<file path="src/rtl/uart_pkg.sv">
// uart_pkg: register offsets, STATUS bit indices and TX FSM states shared by the UART TX slice
package uart_pkg;
  localparam logic [1:0] REG_TXDATA = 2'd0;
  localparam logic [1:0] REG_STATUS = 2'd1;
  localparam logic [1:0] REG_CTRL   = 2'd2;
  localparam int ST_BUSY  = 0;
  localparam int ST_FULL  = 1;
  localparam int ST_EMPTY = 2;
  localparam int ST_OVF   = 3;
  localparam int ST_CNT   = 4;
  typedef enum logic [1:0] {S_IDLE, S_START, S_DATA, S_STOP} tx_state_e;
endpackage

</file>
<file path="src/rtl/sync_fifo_tx.sv">
// sync_fifo_tx: byte FIFO with wrapping pointers; a push while full or a pop while empty is ignored
module sync_fifo_tx #(
  parameter int DEPTH = 8,
  localparam int AW = (DEPTH > 1) ? $clog2(DEPTH) : 1,
  localparam int CW = $clog2(DEPTH + 1)
) (
  input  logic          clk,
  input  logic          n_rst,
  input  logic          push,
  input  logic          pop,
  input  logic [7:0]    din,
  output logic [7:0]    dout,
  output logic          full,
  output logic          empty,
  output logic [CW-1:0] count
);
  logic [7:0]    r_mem [DEPTH];
  logic [AW-1:0] r_wr;
  logic [AW-1:0] r_rd;
  logic [CW-1:0] r_cnt;
  logic          w_push;
  logic          w_pop;
  function automatic logic [AW-1:0] nxt(input logic [AW-1:0] p);
    return (p == AW'(DEPTH - 1)) ? '0 : p + AW'(1);
  endfunction
  assign full   = r_cnt == CW'(DEPTH);
  assign empty  = r_cnt == '0;
  assign count  = r_cnt;
  assign dout   = r_mem[r_rd];
  assign w_push = push & ~full;
  assign w_pop  = pop & ~empty;
  // storage array, written only on an accepted push
  always_ff @(posedge clk) begin
    if (w_push) r_mem[r_wr] <= din;
  end
  // pointer and occupancy bookkeeping
  always_ff @(posedge clk or negedge n_rst) begin
    if (!n_rst) begin
      r_wr  <= '0;
      r_rd  <= '0;
      r_cnt <= '0;
    end else begin
      if (w_push) r_wr <= nxt(r_wr);
      if (w_pop) r_rd <= nxt(r_rd);
      r_cnt <= r_cnt + CW'(w_push) - CW'(w_pop);
    end
  end
endmodule

</file>
<file path="src/rtl/uart_tx_mmio.sv">
// uart_tx_mmio: memory-mapped 8N1 UART transmitter; define UART_TX_FIFO_EN for a FIFO_DEPTH-entry FIFO, otherwise a single holding register
module uart_tx_mmio
  import uart_pkg::*;
#(
  parameter int CLOCK_FREQ = 125_000_000,
  parameter int BAUD_RATE  = 115_200,
  parameter int FIFO_DEPTH = 8
) (
  input  logic        clk,
  input  logic        n_rst,
  input  logic        cs_n,
  input  logic        we,
  input  logic [3:0]  addr,
  input  logic [3:0]  byte_en,
  input  logic [31:0] wdata,
  output logic [31:0] rdata,
  output logic        uart_txd,
  output logic        irq
);
`ifdef UART_TX_FIFO_EN
  localparam int DEPTH = FIFO_DEPTH;
`else
  localparam int DEPTH = 1;
`endif
  localparam int CW = $clog2(DEPTH + 1);
  localparam logic [15:0] DIV_M1 = 16'(CLOCK_FREQ / BAUD_RATE - 1);
  tx_state_e     r_state;
  logic [15:0]   r_baud;
  logic [2:0]    r_idx;
  logic [7:0]    r_sh;
  logic          r_txd;
  logic          r_ovf;
  logic          r_ie;
  logic          w_wr;
  logic [1:0]    w_sel;
  logic          w_pop;
  logic          w_full;
  logic          w_empty;
  logic [7:0]    w_dout;
  logic [CW-1:0] w_count;
  logic [31:0]   w_status;
  logic          w_unused;
  assign w_unused = ^{addr[1:0], byte_en[3:1], wdata[31:8]};
  assign w_sel    = addr[3:2];
  assign w_wr     = ~cs_n & we & byte_en[0];
  assign w_pop    = (r_state == S_IDLE) & ~w_empty;
  assign uart_txd = r_txd;
  assign irq      = r_ie & w_empty & (r_state == S_IDLE);
  sync_fifo_tx #(.DEPTH(DEPTH)) u_fifo (
    .clk   (clk),
    .n_rst (n_rst),
    .push  (w_wr & (w_sel == REG_TXDATA)),
    .pop   (w_pop),
    .din   (wdata[7:0]),
    .dout  (w_dout),
    .full  (w_full),
    .empty (w_empty),
    .count (w_count)
  );
  // STATUS word assembled from live state
  always_comb begin
    w_status           = '0;
    w_status[ST_BUSY]  = r_state != S_IDLE;
    w_status[ST_FULL]  = w_full;
    w_status[ST_EMPTY] = w_empty;
    w_status[ST_OVF]   = r_ovf;
    w_status[ST_CNT+:4] = 4'(w_count);
  end
  assign rdata = cs_n ? '0 : (w_sel == REG_STATUS) ? w_status : (w_sel == REG_CTRL) ? {31'b0, r_ie} : '0;
  // sticky overflow on a dropped TXDATA write, interrupt enable in CTRL
  always_ff @(posedge clk or negedge n_rst) begin
    if (!n_rst) begin
      r_ovf <= 1'b0;
      r_ie  <= 1'b0;
    end else begin
      if (w_wr & (w_sel == REG_TXDATA) & w_full) r_ovf <= 1'b1;
      else if (w_wr & (w_sel == REG_STATUS) & wdata[3]) r_ovf <= 1'b0;
      if (w_wr & (w_sel == REG_CTRL)) r_ie <= wdata[0];
    end
  end
  // frame shifter: start bit, 8 data bits LSB first, stop bit, each DIV cycles
  always_ff @(posedge clk or negedge n_rst) begin
    if (!n_rst) begin
      r_state <= S_IDLE;
      r_baud  <= '0;
      r_idx   <= '0;
      r_sh    <= '0;
      r_txd   <= 1'b1;
    end else begin
      case (r_state)
        S_IDLE: if (!w_empty) begin
          r_state <= S_START;
          r_sh    <= w_dout;
          r_txd   <= 1'b0;
          r_baud  <= DIV_M1;
        end
        S_START: if (r_baud == '0) begin
          r_state <= S_DATA;
          r_txd   <= r_sh[0];
          r_idx   <= '0;
          r_baud  <= DIV_M1;
        end else r_baud <= r_baud - 16'd1;
        S_DATA: if (r_baud == '0) begin
          r_baud <= DIV_M1;
          r_sh   <= r_sh >> 1;
          r_idx  <= r_idx + 3'd1;
          r_txd  <= (r_idx == 3'd7) ? 1'b1 : r_sh[1];
          if (r_idx == 3'd7) r_state <= S_STOP;
        end else r_baud <= r_baud - 16'd1;
        S_STOP: if (r_baud == '0) r_state <= S_IDLE;
        else r_baud <= r_baud - 16'd1;
        default: r_state <= S_IDLE;
      endcase
    end
  end
endmodule

</file>
<file path="config.mk">
export PLATFORM = sky130hd
export DESIGN_NAME = uart_tx_mmio
export DESIGN_NICKNAME = d
export VERILOG_FILES = /design/src/rtl/uart_pkg.sv /design/src/rtl/sync_fifo_tx.sv /design/src/rtl/uart_tx_mmio.sv
export SDC_FILE = /design/constraint.sdc
export NUM_CORES = 1
export LEC_CHECK = 0
export ABC_AREA = 1
export CAP_MARGIN = 5
export CELL_PAD_IN_SITES_DETAIL_PLACEMENT = 0
export CELL_PAD_IN_SITES_GLOBAL_PLACEMENT = 1
export CORE_UTILIZATION = 35
export CTS_BUF_LIST = sky130_fd_sc_hd__clkbuf_4 sky130_fd_sc_hd__clkbuf_8
export CTS_CLUSTER_DIAMETER = 40
export CTS_CLUSTER_SIZE = 30
export DETAILED_ROUTE_END_ITERATION = 12
export PLACE_DENSITY = 0.85
export SLEW_MARGIN = 40
export SYNTH_ARGS = -nofsm -noshare
export SYNTH_HDL_FRONTEND = slang
export SYNTH_SLANG_ARGS = --single-unit
</file>
<file path="constraint.sdc">
create_clock -name clk -period 2.1 [get_ports clk]
set_input_delay 0.42 -clock clk [delete_from_list [all_inputs] [get_ports clk]]
set_output_delay 0.42 -clock clk [all_outputs]
set_load 0.005 [all_outputs]
</file>
==> results.md <==
* Initial drt markers at just over 90
* Largest net degree at the start of global routing at 34
* EDFF count, synth at 8
* Area contributors post-synth: dfrtp_1 (31%), nand2_1 (15%), edfxtp_1 (9.3%)
* Yosys top cell area share at 0.310
* Leak pwr at 1.59 nW
* Seq/Total Area, Yosys at 0.414
* Area of the core at 6940 um2
* Reg2Reg Depth at 9
* Prevailing post-synth register cell: dfrtp_1
* Clk buf depth at 2
* Dpl hpwl at about 3800 um
* Critical R2R Capture: r_state[0]
* PwrDens at between 500 and 600 nW/um2
* Post-synth top area cell: dfrtp_1
* Post-synth design cell area at 2580 um2
* Setup CP Type: in -> out
* CTS buffer count at 5
* CP endpoint kind: output pin
* Drt total wl at 5100 um
* Post-synth top cells: nand2_1 (100), inv_1 (36), nor2_1 (33), dfrtp_1 (32), buf_4 (28)
* Initial antenna violation count at 0
* Die Y at about 90 um
* Fin. Hold Viols at 0
* Placement Setup Slack at -0.203 ns
* Clk_skew at between 0.004 and 0.005 ns
* H-tree Lvls at 2
* Number of synthesized register bits at 41
* Initial Util at 0.372
* Asr flop ratio synth at 0.805
* Crit path time final at 1.95 ns
* Die width at slightly below 90 um
* DRC viols at 0
* Status: finished clean
* RD Place Congestion at 0.818
* Worst EP required at approximately 1.7 ns
* RSZ-0062 raised after global routing: no
* Top Metal Used: met4
* Setup slack, reg-to-reg at ~0.31 ns
* First-pass GRT wire length at ~9200 um
* DIE AREA at approximately 7700 um2
* Routed Antenna Nets at 0
* # setup viols final at 0
* Clock root cell: clkbuf_8
* Startpoint Class: input pin
* Ports at 78
* Clock tree from TritonCTS: done
* Tot GR Track Use at 0.155
* Via count at 2093
* I/O Buffers at 21
* Hold Path Depth at 2
* Total clock sinks at 41
* Layout area overhead at 17.4%
* Vias in the first global route at 2028
* Final nets at 425
* WL met2 at 2460 um
* Ys Warns at 0
* Max cap viols at 0
* Drt pass-1 iters at 4
* GR Overflow Total at 0
* Worst Path Max Fanout at 4
* Layout cells sized above 1 at 0.139
* Routed wl met3 at roughly 240 um
* Post-placement cell area at 2860 um2
* Wire length per cell at approximately 11 um
* CTS clk-pin slew, worst paths at approximately 0.080 ns
* Syn avg cell area at 7.66 um2
* Crit path arrival time at 1.53 ns
* Cell with the most instances after synthesis: nand2_1
* Slew Viols, Final at 0
* Launch point of the worst reg-to-reg path: r_baud[0]
* Avg Vias per Cell at 4.45
* Hold Path Class: reg -> reg
* WHS Endpoint: r_sh[3]
* F_max at between 0.5 and 0.6 GHz
* Gate count of the mapped netlist at between 300 and 400
* Peak supply drop at 0.000357 V
* Core Rows at 30
* Final Cycle Share at 0.928
* # diodes at 0
* DRT met1 WL at 2330 um
* Worst Min Path Start: r_sh[3]
* Hold buffers post-CTS at 0
* Total power at between 0.0015 and 0.002 W
* Yosys cell types at 34
* Setup WS post-layout at about 0.15 ns
* Worst-Skew Late Latency at roughly 0.30 ns
* Post-route cell area at just over 3000 um2
-- per-layer routing --
layer,vias up,GRT usage
met2,40,0.257
met3,6,0.0405
met4,0,0.0492
met5,-,0
met1,970,0.197
li1,1077,-
-- repair_timing --
| action | in CTS | in global routing |
|---|---|---|
| resized for setup | 14 | 0 |
| hold endpoints to repair | 0 | 0 |
| setup endpoints to repair | 6 | 0 |
| buffers inserted | 2 | 0 |
-- layout make-up --
type	count	area (um2)
clock buffers	5	68.8
clock inverters	3	68.8
fillers	726	3920
inverters	41	156
multi-input cells	251	1250
flip-flops and latches	41	1070
well taps	96	120
repair buffers	33	293
-- worst max-delay path, stage by stage --
cell and delay, ns:
clkdlybuf4s50_1 0.47, inv_1 0.06, nor2_2 0.11, nand2_2 0.09
o21ai_1 0.13, dlygate4sd2_1 0.24
-- flip-flops by register name, indices dropped and copies added, names as in the netlist --
name and count:
r_baud 16, r_idx 3, r_ie 1, r_ovf 1, r_sh 8, r_state 2, u_fifo.count 1, u_fifo.r_mem 8
uart_txd 1
-- stage by stage --
stage | utilization | hold slack [ns] | setup TNS [ns] | std cells
5_1_grt | 0.436 | 0.495 | 0 | 470
3_3_place_gp | 0.412 | 0.455 | -0.712 | 460
2_1_floorplan | - | 0.124 | 0 | 363
4_1_cts | 0.436 | 0.481 | 0 | 470
3_5_place_dp | 0.412 | 0.460 | -0.787 | 460
6_report | 0.436 | 0.476 | 0 | 470
-- layout by cell type (no fill, tap or decap), drive strengths merged, types with 8 or more instances in the layout --
master	n
o21ai	19
edfxtp	8
clkdlybuf4s50	15
nor2	42
conb	27
ha	8
nand3	26
buf	12
nand2	108
inv	41
dfrtp	32
-- worst max path at each step --
stage	startpoint	to	slack (ns)	cells past startpoint
finish	addr[2]	rdata[0]	0.15	6
global route	r_baud[0]	r_baud[6]	0.06	8
CTS	addr[2]	rdata[0]	0.14	6
detailed placement	addr[2]	rdata[0]	-0.20	6
global placement	addr[2]	rdata[0]	-0.19	6
floorplan	r_state[0]	irq	0.42	7
-- where the power goes --
| part | internal [W] | switching (W) | total, W | leakage [nW] |
|---|---|---|---|---|
| logic | 0.0000469 | 0.0000559 | 0.000103 | 1.04 |
| registers | 0.000831 | 0.0000149 | 0.000846 | 0.484 |
| clock network | 0.000479 | 0.000299 | 0.000778 | 0.0687 |
| total | 0.00136 | 0.000370 | 0.00173 | 1.59 |
-- cells by family (layout without fill, tap and decap cells) --
| kind of cell | after synthesis | count (layout) | synth area share |
|---|---|---|---|
| AOI/OAI and AO/OA | 29 | 29 | 0.0665 |
| DFF | 41 | 41 | 0.414 |
| other | 1 | 27 | 0.00145 |
| buffers and inverters | 71 | 82 | 0.145 |
| and+or+nand+nor | 185 | 185 | 0.327 |
| adders and majority gates | 8 | 8 | 0.0388 |
| xor gates and xnor gates | 2 | 2 | 0.00679 |
(Power assumes the default switching activity.)
